[src/rtl/aer_event_rx.sv]
// aer_event_rx: captures one-hot AER grant pairs as timestamped events in a first-word fall-through FIFO
module aer_event_rx #(
  parameter int ROWS  = 8,
  parameter int COLS  = 8,
  parameter int TS_W  = 16,
  parameter int DEPTH = 4
) (
  input  logic                    clk_i,
  input  logic                    reset_i,
  input  logic                    enable_i,
  input  logic [ROWS-1:0]         x_gnt_i,
  input  logic [COLS-1:0]         y_gnt_i,
  output logic                    evt_valid_o,
  input  logic                    evt_ready_i,
  output logic [$clog2(ROWS)-1:0] evt_row_o,
  output logic [$clog2(COLS)-1:0] evt_col_o,
  output logic [TS_W-1:0]         evt_ts_o,
  output logic [7:0]              drop_cnt_o,
  output logic                    proto_err_o
);
  localparam int RW = $clog2(ROWS);
  localparam int CW = $clog2(COLS);
  localparam int AW = $clog2(DEPTH);
  localparam int EW = RW + CW + TS_W;
  logic [TS_W-1:0] ts;
  logic            prev_v;
  logic [ROWS-1:0] prev_x;
  logic [COLS-1:0] prev_y;
  logic [EW-1:0]   mem [DEPTH];
  logic [AW-1:0]   wp, rp;
  logic [AW:0]     cnt;
  logic            x_oh, y_oh, grant, err, new_evt, full, pop, push, drop;
  logic [RW-1:0]   row;
  logic [CW-1:0]   col;
  assign x_oh        = x_gnt_i != '0 && (x_gnt_i & (x_gnt_i - ROWS'(1))) == '0;
  assign y_oh        = y_gnt_i != '0 && (y_gnt_i & (y_gnt_i - COLS'(1))) == '0;
  assign grant       = x_oh && y_oh;
  assign err         = (x_gnt_i != '0 && !x_oh) || (y_gnt_i != '0 && !y_oh);
  assign full        = cnt == (AW+1)'(DEPTH);
  assign evt_valid_o = cnt != '0;
  assign pop         = evt_valid_o && evt_ready_i;
  assign new_evt     = !reset_i && enable_i && grant && (!prev_v || x_gnt_i != prev_x || y_gnt_i != prev_y);
  assign push        = new_evt && (!full || pop);
  assign drop        = new_evt && full && !pop;
  assign {evt_row_o, evt_col_o, evt_ts_o} = evt_valid_o ? mem[rp] : '0;
  always_comb begin
    row = '0;
    col = '0;
    for (int i = 0; i < ROWS; i++) row = x_gnt_i[i] ? row | RW'(i) : row;
    for (int i = 0; i < COLS; i++) col = y_gnt_i[i] ? col | CW'(i) : col;
  end
  always_ff @(posedge clk_i) begin
    if (push) mem[wp] <= {row, col, ts};
  end
  always_ff @(posedge clk_i) begin
    if (reset_i) begin
      ts          <= '0;
      prev_v      <= 1'b0;
      prev_x      <= '0;
      prev_y      <= '0;
      wp          <= '0;
      rp          <= '0;
      cnt         <= '0;
      drop_cnt_o  <= '0;
      proto_err_o <= 1'b0;
    end else begin
      ts          <= enable_i ? ts + TS_W'(1) : ts;
      prev_v      <= grant;
      prev_x      <= x_gnt_i;
      prev_y      <= y_gnt_i;
      wp          <= push ? wp + AW'(1) : wp;
      rp          <= pop ? rp + AW'(1) : rp;
      cnt         <= cnt + (AW+1)'(push) - (AW+1)'(pop);
      drop_cnt_o  <= (drop && drop_cnt_o != 8'hff) ? drop_cnt_o + 8'd1 : drop_cnt_o;
      proto_err_o <= proto_err_o | err;
    end
  end
endmodule

[config.mk]
export PLATFORM = sky130hd
export DESIGN_NAME = aer_event_rx
export DESIGN_NICKNAME = d
export VERILOG_FILES = /design/src/rtl/aer_event_rx.sv
export SDC_FILE = /design/constraint.sdc
export NUM_CORES = 1
export LEC_CHECK = 0
export ABC_AREA = 1
export ABC_CLOCK_PERIOD_IN_PS = 3500
export CAP_MARGIN = 20
export CORE_MARGIN = 2
export CORE_UTILIZATION = 55
export CTS_CLUSTER_DIAMETER = 30
export DETAILED_ROUTE_END_ITERATION = 10
export GPL_ROUTABILITY_DRIVEN = 0
export PLACE_DENSITY = 0.76
export REMOVE_ABC_BUFFERS = 1
export SYNTH_ARGS = -nofsm -noshare
export SYNTH_HDL_FRONTEND = slang
export SYNTH_SLANG_ARGS = --single-unit
[constraint.sdc]
create_clock -name clk_i -period 3.5 [get_ports clk_i]
set_input_delay 0.875 -clock clk_i [delete_from_list [all_inputs] [get_ports clk_i]]
set_output_delay 0.875 -clock clk_i [all_outputs]
set_load 0.01 [all_outputs]
* Yosys cells after proc, flatten, opt, wreduce, memory -nomap -nowiden
Memory sizes are Yosys's and may differ from the RTL's. A register that Yosys moved wholly into a read port is not among the register bits. Index checks and enable logic that the tools add are counted.
Cells by class: equal/unequal tests 4, $add $sub $neg 8, reduce and logical (&&, ||, !) cells 28, bitwise logic cells 3, mux-type cells 19
Operators with widths (count):
- $mux 3 | 8
- $mux 22 | 1
- $add 16x1->16 const B | 1
- $and 8x8->8 | 2
- $logic_not 8->1 | 2
- $ne 8x8->1 | 2
- $reduce_bool 8->1 | 2
- $sub 8x1->8 const B | 2
- $logic_and 1x1->1 | 13
- $mux 2 | 6
- $add 8x1->8 const B | 1
- $ne 8x8->1 const B | 1
- $logic_not 1->1 | 6
- $add 2x1->2 const B | 2
- $logic_or 1x1->1 | 4
- $mux 1 | 4
- $add 3x1->3 | 1
- $eq 3x3->1 const B | 1
- $reduce_bool 3->1 | 1
- $sub 3x1->3 | 1
- $or 1x1->1 | 1
Storage, ports and cells: flip-flop bits (word level) 49, RAM bits 88, memories kept 1
Memory list:
- mem | words 4, bits a word 22, read ports 1, clocked after memory_dff 1, wr ports 1, line 29 | logic [EW-1:0] mem [DEPTH];

* Depth between registers and ports, before layout
Gate-level depths: netlist of the first run.
word-level depth 10, gate-level depth with buffers 18, mapped depth without buffers 18

* Worst setup path after synthesis of the first run
No wires, ideal clock.
path kind input-to-reg, start input x_gnt_i[1], end memory mem[0][0] (netlist name) (enable), stages on the path 9, slack 0.389 ns, arrival 2.710 ns, buffers on the path 0, setup time 0.401 ns, path through nor2_1 > nand2_1 > o21ai_1 > nand2_1 > nor2_4 > nand3_4 > nor2_8 > nand2_4 > nor2_1
On the way: cells in the longest elaborated chain, start to end 10
Ends and longest elaborated chain:
- start: declaration | line 11 | input logic [ROWS-1:0] x_gnt_i,
- $sub 8x1->8 | line 35 | assign x_oh = x_gnt_i != '0 && (x_gnt_i & (x_gnt_i - ROWS'(1))) == '0;
- $and 8x8->8 | line 35
- $logic_not 8->1 | line 35
- $logic_and 1x1->1 | line 35
- $logic_and 1x1->1 | line 37 | assign grant = x_oh && y_oh;
- $logic_and 1x1->1 | line 42 | assign new_evt = !reset_i && enable_i && grant && (!prev_v || x_gnt_i != prev_x || y_gnt_i != prev_y);
- $logic_and 1x1->1 * | line 42
- $logic_and 1x1->1 * | line 43 | assign push = new_evt && (!full || pop);
- $mux 1 * | line 53 | if (push) mem[wp] <= {row, col, ts};
- $mux 1 (not written as such) * | line 53
- end: declaration | line 29
Every way passes the cells marked *; elsewhere a longest branch is shown, timed or not.

==> flow_summary.yaml, run 1 <==
grt:
  first_global_vias: 4415
  grt-ovfl-total: 0
  grt_pass1_wl_um: 20100
  grt_antenna_before_repair: 0
  grt_max_degree: 28
  track_usage_pct: 22.3
routing:
  vias_per_cell: 5.09
  wl_per_cell_um: 13.6
  routed-via-count: 4612
  firstDrtPassIters: 5
  routed_wl_um: 12300
  drc_errors: 0
  drt_iter0_markers: 254
  ant_nets: 0
yosys:
  synth.largest_area_cell: "edfxtp_1"
  syn_avg_cell_area_sq_um: 9.07
  yosysWarnings: 0
  synth_area_sq_um: 6060
  synth.top_cell.area_share_pct: 43.6
  synth_seq_cells: 139
  ys_seq_area_share_pct: 60.5
  ys_top_cells_by_area: "edfxtp_1 (44%), dfxtp_1 (17%), nor2_1 (9.9%)"
  syn_inst: 668
  synth.distinct_cells: 31
worst_hold_path:
  hold_depth: 2
  min_to: "rp[1]"
  hold_start: "rp[1]"
  min_path_type: "reg -> reg"
job:
  drv_cap: 0
power_and_ir_drop:
  powerDensity_nw_per_um2: 585
  clkPwrFrac_pct: 36.8
  power_switching_share_pct: 29.7
  seqPwrFrac_pct: 41.2
  vdd.ir_drop.worst_mv: 0.364
  p_leak_nw: 3.01
  p_switching_w: 0.00131
  power_w: 0.00441
  p_comb_share_pct: 22.0
  power.internal_w: 0.00310
timing:
  period_share_pct: 92.8
  fmax_mhz: 308
  relSlewSlack_pct: 41.4
  rsz0062_at_grt: "false"
  worstMarginPinSlew_ps: 878
  hold_viol: 0
  setup_slack_ps: 251
  setup_tns_ps: 0
  post-route-min-period_ps: 3250
  setup_viol: 0
  slew_violations: 0
  finClkSkew_ps: 8.79
die:
  pin_count: 52
  die_x_um: 109
  core_area_sq_um: 10800
  initial_core_util_pct: 56.1
  fp.dieH_um: 109
  die_area_sq_um: 11900
  rows: 38
finish:
  areaGrowthSynthToFinish_pct: 24.3
  finalNetCount: 782
  antenna_cells: 0
  final-seq-area_sq_um: 3660
  multi_input_area_sq_um: 2010
  fillers: 790
  drive_gt1_share_pct: 11.9
clock_tree:
  cts-buffers-inserted: 17
  post_cts_buffers: 0
  cts_sinks: 139
  cts_resized: 0
  cts_buffer_depth: 2
  clk_pin_slew_ps: 60
  htreeDepth: 4
  cts_tree: "yes"
  worstSkewPairLatency_ps: 520
  cts-root-buf: "clkbuf_8"
  ctsHoldBuffers: 0
critical_path:
  worstPathArrival_ps: 2370
  crit_fanout: 22
  timing.rr.start: "prev_x[3]"
  cp-start-kind: "flop"
  end_kind: "output pin"
  r2r_cells: 18
  setup.worst_path.class: "reg -> out"
  reg2reg_to: "cnt[2]"
  regToRegSetupSlack_ps: 1020
  cp.required_ps: 2620
placement:
  hpwlAfterDp_um: 7840
  io_buffers: 51
  dpl_worst_slack_ps: -133
run_status:
  outcome: "completed"
## area by class of cell
type	instances	area share [%]
flip-flops and latches	139	48.7
multi-input cells	424	26.6
repair buffers	86	10.9
clock buffers	18	5.55
inverters	85	4.24
well taps	140	2.33
clock inverters	14	1.68
## cell usage after synthesis (all sizes together)
library cell	number
o21a	1
o211ai	1
a31oi	1
xnor2	2
xor2	2
a21oi	38
a21boi	1
ha	8
inv	84
nand3	12
dfxtp	51
nor3	5
clkbuf	18
nand4	16
fa	1
clkinv	1
nor2	171
nand2	100
edfxtp	88
o21ai	65
buf	2
## power by group through the flow
stage | Sequential, W | Clock (W) | Combinational [W]
floorplan | 0.00186 | 0 | 0.000459
global placement | 0.00184 | 0 | 0.000950
detailed placement | 0.00185 | 0 | 0.000978
CTS | 0.00181 | 0.00164 | 0.000983
global route | 0.00182 | 0.00171 | 0.00108
finish | 0.00181 | 0.00162 | 0.000970
## cell families (layout without fill, tap and decap cells)
| family | Yosys count | in the layout | synth area share [%] |
|---|---|---|---|
| AND/OR/NAND/NOR | 304 | 304 | 21.4 |
| AO/OA/AOI/OAI | 107 | 107 | 8.98 |
| XOR/XNOR | 4 | 4 | 0.578 |
| flip-flops | 139 | 139 | 60.5 |
| buffers and inverters | 105 | 203 | 6.59 |
| adder cells (fa/ha/maj) | 9 | 9 | 1.98 |
## state kept, by name, indices dropped and copies added, names as in the netlist, named ones only
register	count
proto_err_o	1
drop_cnt_o	8
prev_y	8
prev_v	1
mem	88
prev_x	8
wp	2
rp	2
ts	16
cnt	3
## placed cells by master (no fill, tap or decap), drive strengths merged
cell type / instances
a21boi: 1
clkinv: 3
nor2: 171
clkbuf: 18
a21oi: 38
nor3: 5
clkinvlp: 3
dfxtp: 51
ha: 8
xor2: 2
fa: 1
nand3: 12
nand4: 16
nand2: 100
clkdlybuf4s50: 51
buf: 35
inv: 93
a31oi: 1
o21ai: 65
o211ai: 1
xnor2: 2
edfxtp: 88
o21a: 1
## critical path, stage by stage (launching register included)
cell	delay, ps
dfxtp_1	340
inv_1	380
nor2_1	200
o21ai_0	120
a21oi_1	230
clkdlybuf4s50_1	580
## per-layer routing
metal  routed length [um]  share of wire [%]  track usage (%)  vias up
met3                  609                4.9             4.84       13
li1                     -                  -                -     2355
met1                 5270                 43             27.0     2133
met2                 6330                 51             39.4      111
met5                    0                  0                0        -
met4                  138                1.1             7.78        0
## stage by stage
stage               hold slack, ps  instance area, sq um  instances  util [%]
floorplan                      440                  5980        648         -
global placement               448                  6990        874      64.7
finish                         476                  7530        906      69.8
detailed placement             470                  6990        874      64.7
CTS                            480                  7530        906      69.8
global route                   504                  7530        906      69.8
## how the worst max path moves through the flow
stage,slack (ps),from,to,cells past startpoint
final,250,flop,evt_row_o[2],5
after global routing,80,flop,evt_row_o[2],5
after CTS,80,flop,evt_ts_o[1],6
after detailed placement,-130,y_gnt_i[4],cnt[2],17
after global placement,-20,y_gnt_i[2],cnt[2],17
after floorplan,390,x_gnt_i[1],mem[0][0],9
No activity file was read; power rests on OpenSTA's default activity.
==> inputs of run 2 (changes only) <==
--- a/config.mk
+++ b/config.mk
@@ -15,6 +15,7 @@
 export GPL_ROUTABILITY_DRIVEN = 0
 export PLACE_DENSITY = 0.76
 export REMOVE_ABC_BUFFERS = 1
+export SETUP_SLACK_MARGIN = 0.02
 export SYNTH_ARGS = -nofsm -noshare
 export SYNTH_HDL_FRONTEND = slang
 export SYNTH_SLANG_ARGS = --single-unit
==> results of run 2 <==
The final DEF is identical to that of run 1; final timing and power are the same.
==> inputs of run 3 (changes only) <==
--- a/config.mk
+++ b/config.mk
@@ -14,6 +14,7 @@
 export DETAILED_ROUTE_END_ITERATION = 10
 export GPL_ROUTABILITY_DRIVEN = 0
 export PLACE_DENSITY = 0.76
+export RECOVER_POWER = 50
 export REMOVE_ABC_BUFFERS = 1
 export SETUP_SLACK_MARGIN = 0.02
 export SYNTH_ARGS = -nofsm -noshare
==> flow_summary.yaml, run 3 (synthesized netlist as in run 1, its figures left out) <==
die:
  pin_count: 52
  core_area_sq_um: 10800
  die_x_um: 109
  die_area_sq_um: 11900
  fp.dieH_um: 109
  rows: 38
  initial_core_util_pct: 56.1
placement:
  placed_cell_area_sq_um: 6990
  io_buffers: 51
  hpwlAfterDp_um: 7840
  dp.cells: 874
  dpl_worst_slack_ps: -133
critical_path:
  end_kind: "output pin"
  timing.rr.start: "prev_x[3]"
  cpMaxStageDelayCell: "clkdlybuf4s50_1"
  reg2reg_to: "cnt[2]"
  regToRegSetupSlack_ps: 1010
  worstPathCellList: "inv_1, nor2_1, o21ai_0, a21oi_1, clkdlybuf4s50_1"
  crit_fanout: 22
  cp_top_family: "buffers and inverters"
  cp_num_cells: 5
  worstPathArrival_ps: 2380
  crit_buf_inv: 2
  r2r_cells: 18
  cp-start-kind: "flop"
  slowest_delay_ps: 580
  setup.worst_path.class: "reg -> out"
  cp.required_ps: 2620
timing:
  post-route-min-period_ps: 3250
  period_share_pct: 92.9
  hold_viol: 0
  fmax_mhz: 307
  setup_viol: 0
  relSlewSlack_pct: 29.3
  worstMarginPinSlew_ps: 1060
  slew_violations: 0
  finClkSkew_ps: 8.54
  rsz0062_at_grt: "false"
  setup_slack_ps: 247
clock_tree:
  htreeDepth: 4
  cts_sinks: 139
  ctsHoldBuffers: 0
  cts_tree: "yes"
  clk_pin_slew_ps: 60
  cts_buffer_depth: 2
  post_cts_buffers: 0
  cts-buffers-inserted: 17
  cts-root-buf: "clkbuf_8"
  worstSkewPairLatency_ps: 520
  cts_resized: 0
grt:
  grt_antenna_before_repair: 0
  use_met2_pct: 39.4
  grt_use_met1_pct: 27.0
  track_usage_pct: 22.3
  first_global_vias: 4415
  grt-busiest-layer: "met2"
  grt_pass1_wl_um: 20100
  grt-ovfl-total: 0
  met3_usage_pct: 4.84
  grt_max_degree: 28
routing:
  routed_wl_um: 12300
  drt_iter0_markers: 207
  wl_per_cell_um: 13.6
  firstDrtPassIters: 4
  vias_per_cell: 5.11
  ant_nets: 0
  routed-via-count: 4631
  drc_errors: 0
power_and_ir_drop:
  power_w: 0.00440
  p_leak_nw: 3.02
  vdd.ir_drop.worst_mv: 0.366
  powerDensity_nw_per_um2: 585
finish:
  areaGrowthSynthToFinish_pct: 24.2
  reg_top3: "mem: 88 flops, ts: 16 flops"
  final_util_pct: 69.7
  mostFrequentLayoutCells: "nor2_1 (155), nand2_1 (98), edfxtp_1 (88), inv_1 (83), o21ai_0 (59)"
  finalNetCount: 782
  final_common_cell: "nor2_1"
  largest_reg_flops: 88
  drive_gt1_share_pct: 11.4
  final_area_sq_um: 7520
  antenna_cells: 0
  regMostFlops: "mem"
  final-instance-count-excl-fill: 906
worst_hold_path:
  min_path_type: "reg -> reg"
  hold_start: "rp[1]"
  hold_depth: 2
  min_to: "rp[1]"
run_status:
  outcome: "completed"
job:
  drv_cap: 0
run 3: worst min-delay path, stage by stage (launching register included):
cell	delay (ps)
dfxtp_1	300
inv_1	50
a21oi_1	80
run 3: cell type report:
class | instances | area, sq um
inverter | 85 | 319
sequential | 139 | 3660
clock buffer | 18 | 418
fill | 790 | 3270
tap | 140 | 175
multi-input combinational | 424 | 2000
clock inverter | 14 | 126
timing repair buffer | 86 | 817
run 3: worst max path at each step:
stage,slack [ps],end
2_1_floorplan,390,mem[0][0]
5_1_grt,40,cnt[2]
3_5_place_dp,-130,cnt[2]
3_3_place_gp,-20,cnt[2]
4_1_cts,80,evt_ts_o[1]
6_report,250,evt_row_o[2]
run 3: per-stage QoR:
| stage | hold WS, ps | TNS, ps |
|---|---|---|
| global route | 508 | 0 |
| finish | 481 | 0 |
| floorplan | 440 | 0 |
| CTS | 480 | 0 |
| global placement | 448 | -21.5 |
| detailed placement | 470 | -133 |
run 3: metal layers:
metal  vias up  wire (um)
met2       127       6330
met3        17        727
met1      2132       5110
met4         0        163
met5         -          0
li1       2355          -
run 3: power breakdown:
part | total (W) | internal (W) | switching (W)
combinational | 0.000968 | 0.000430 | 0.000539
sequential | 0.00181 | 0.00177 | 0.0000461
clock | 0.00162 | 0.000899 | 0.000722
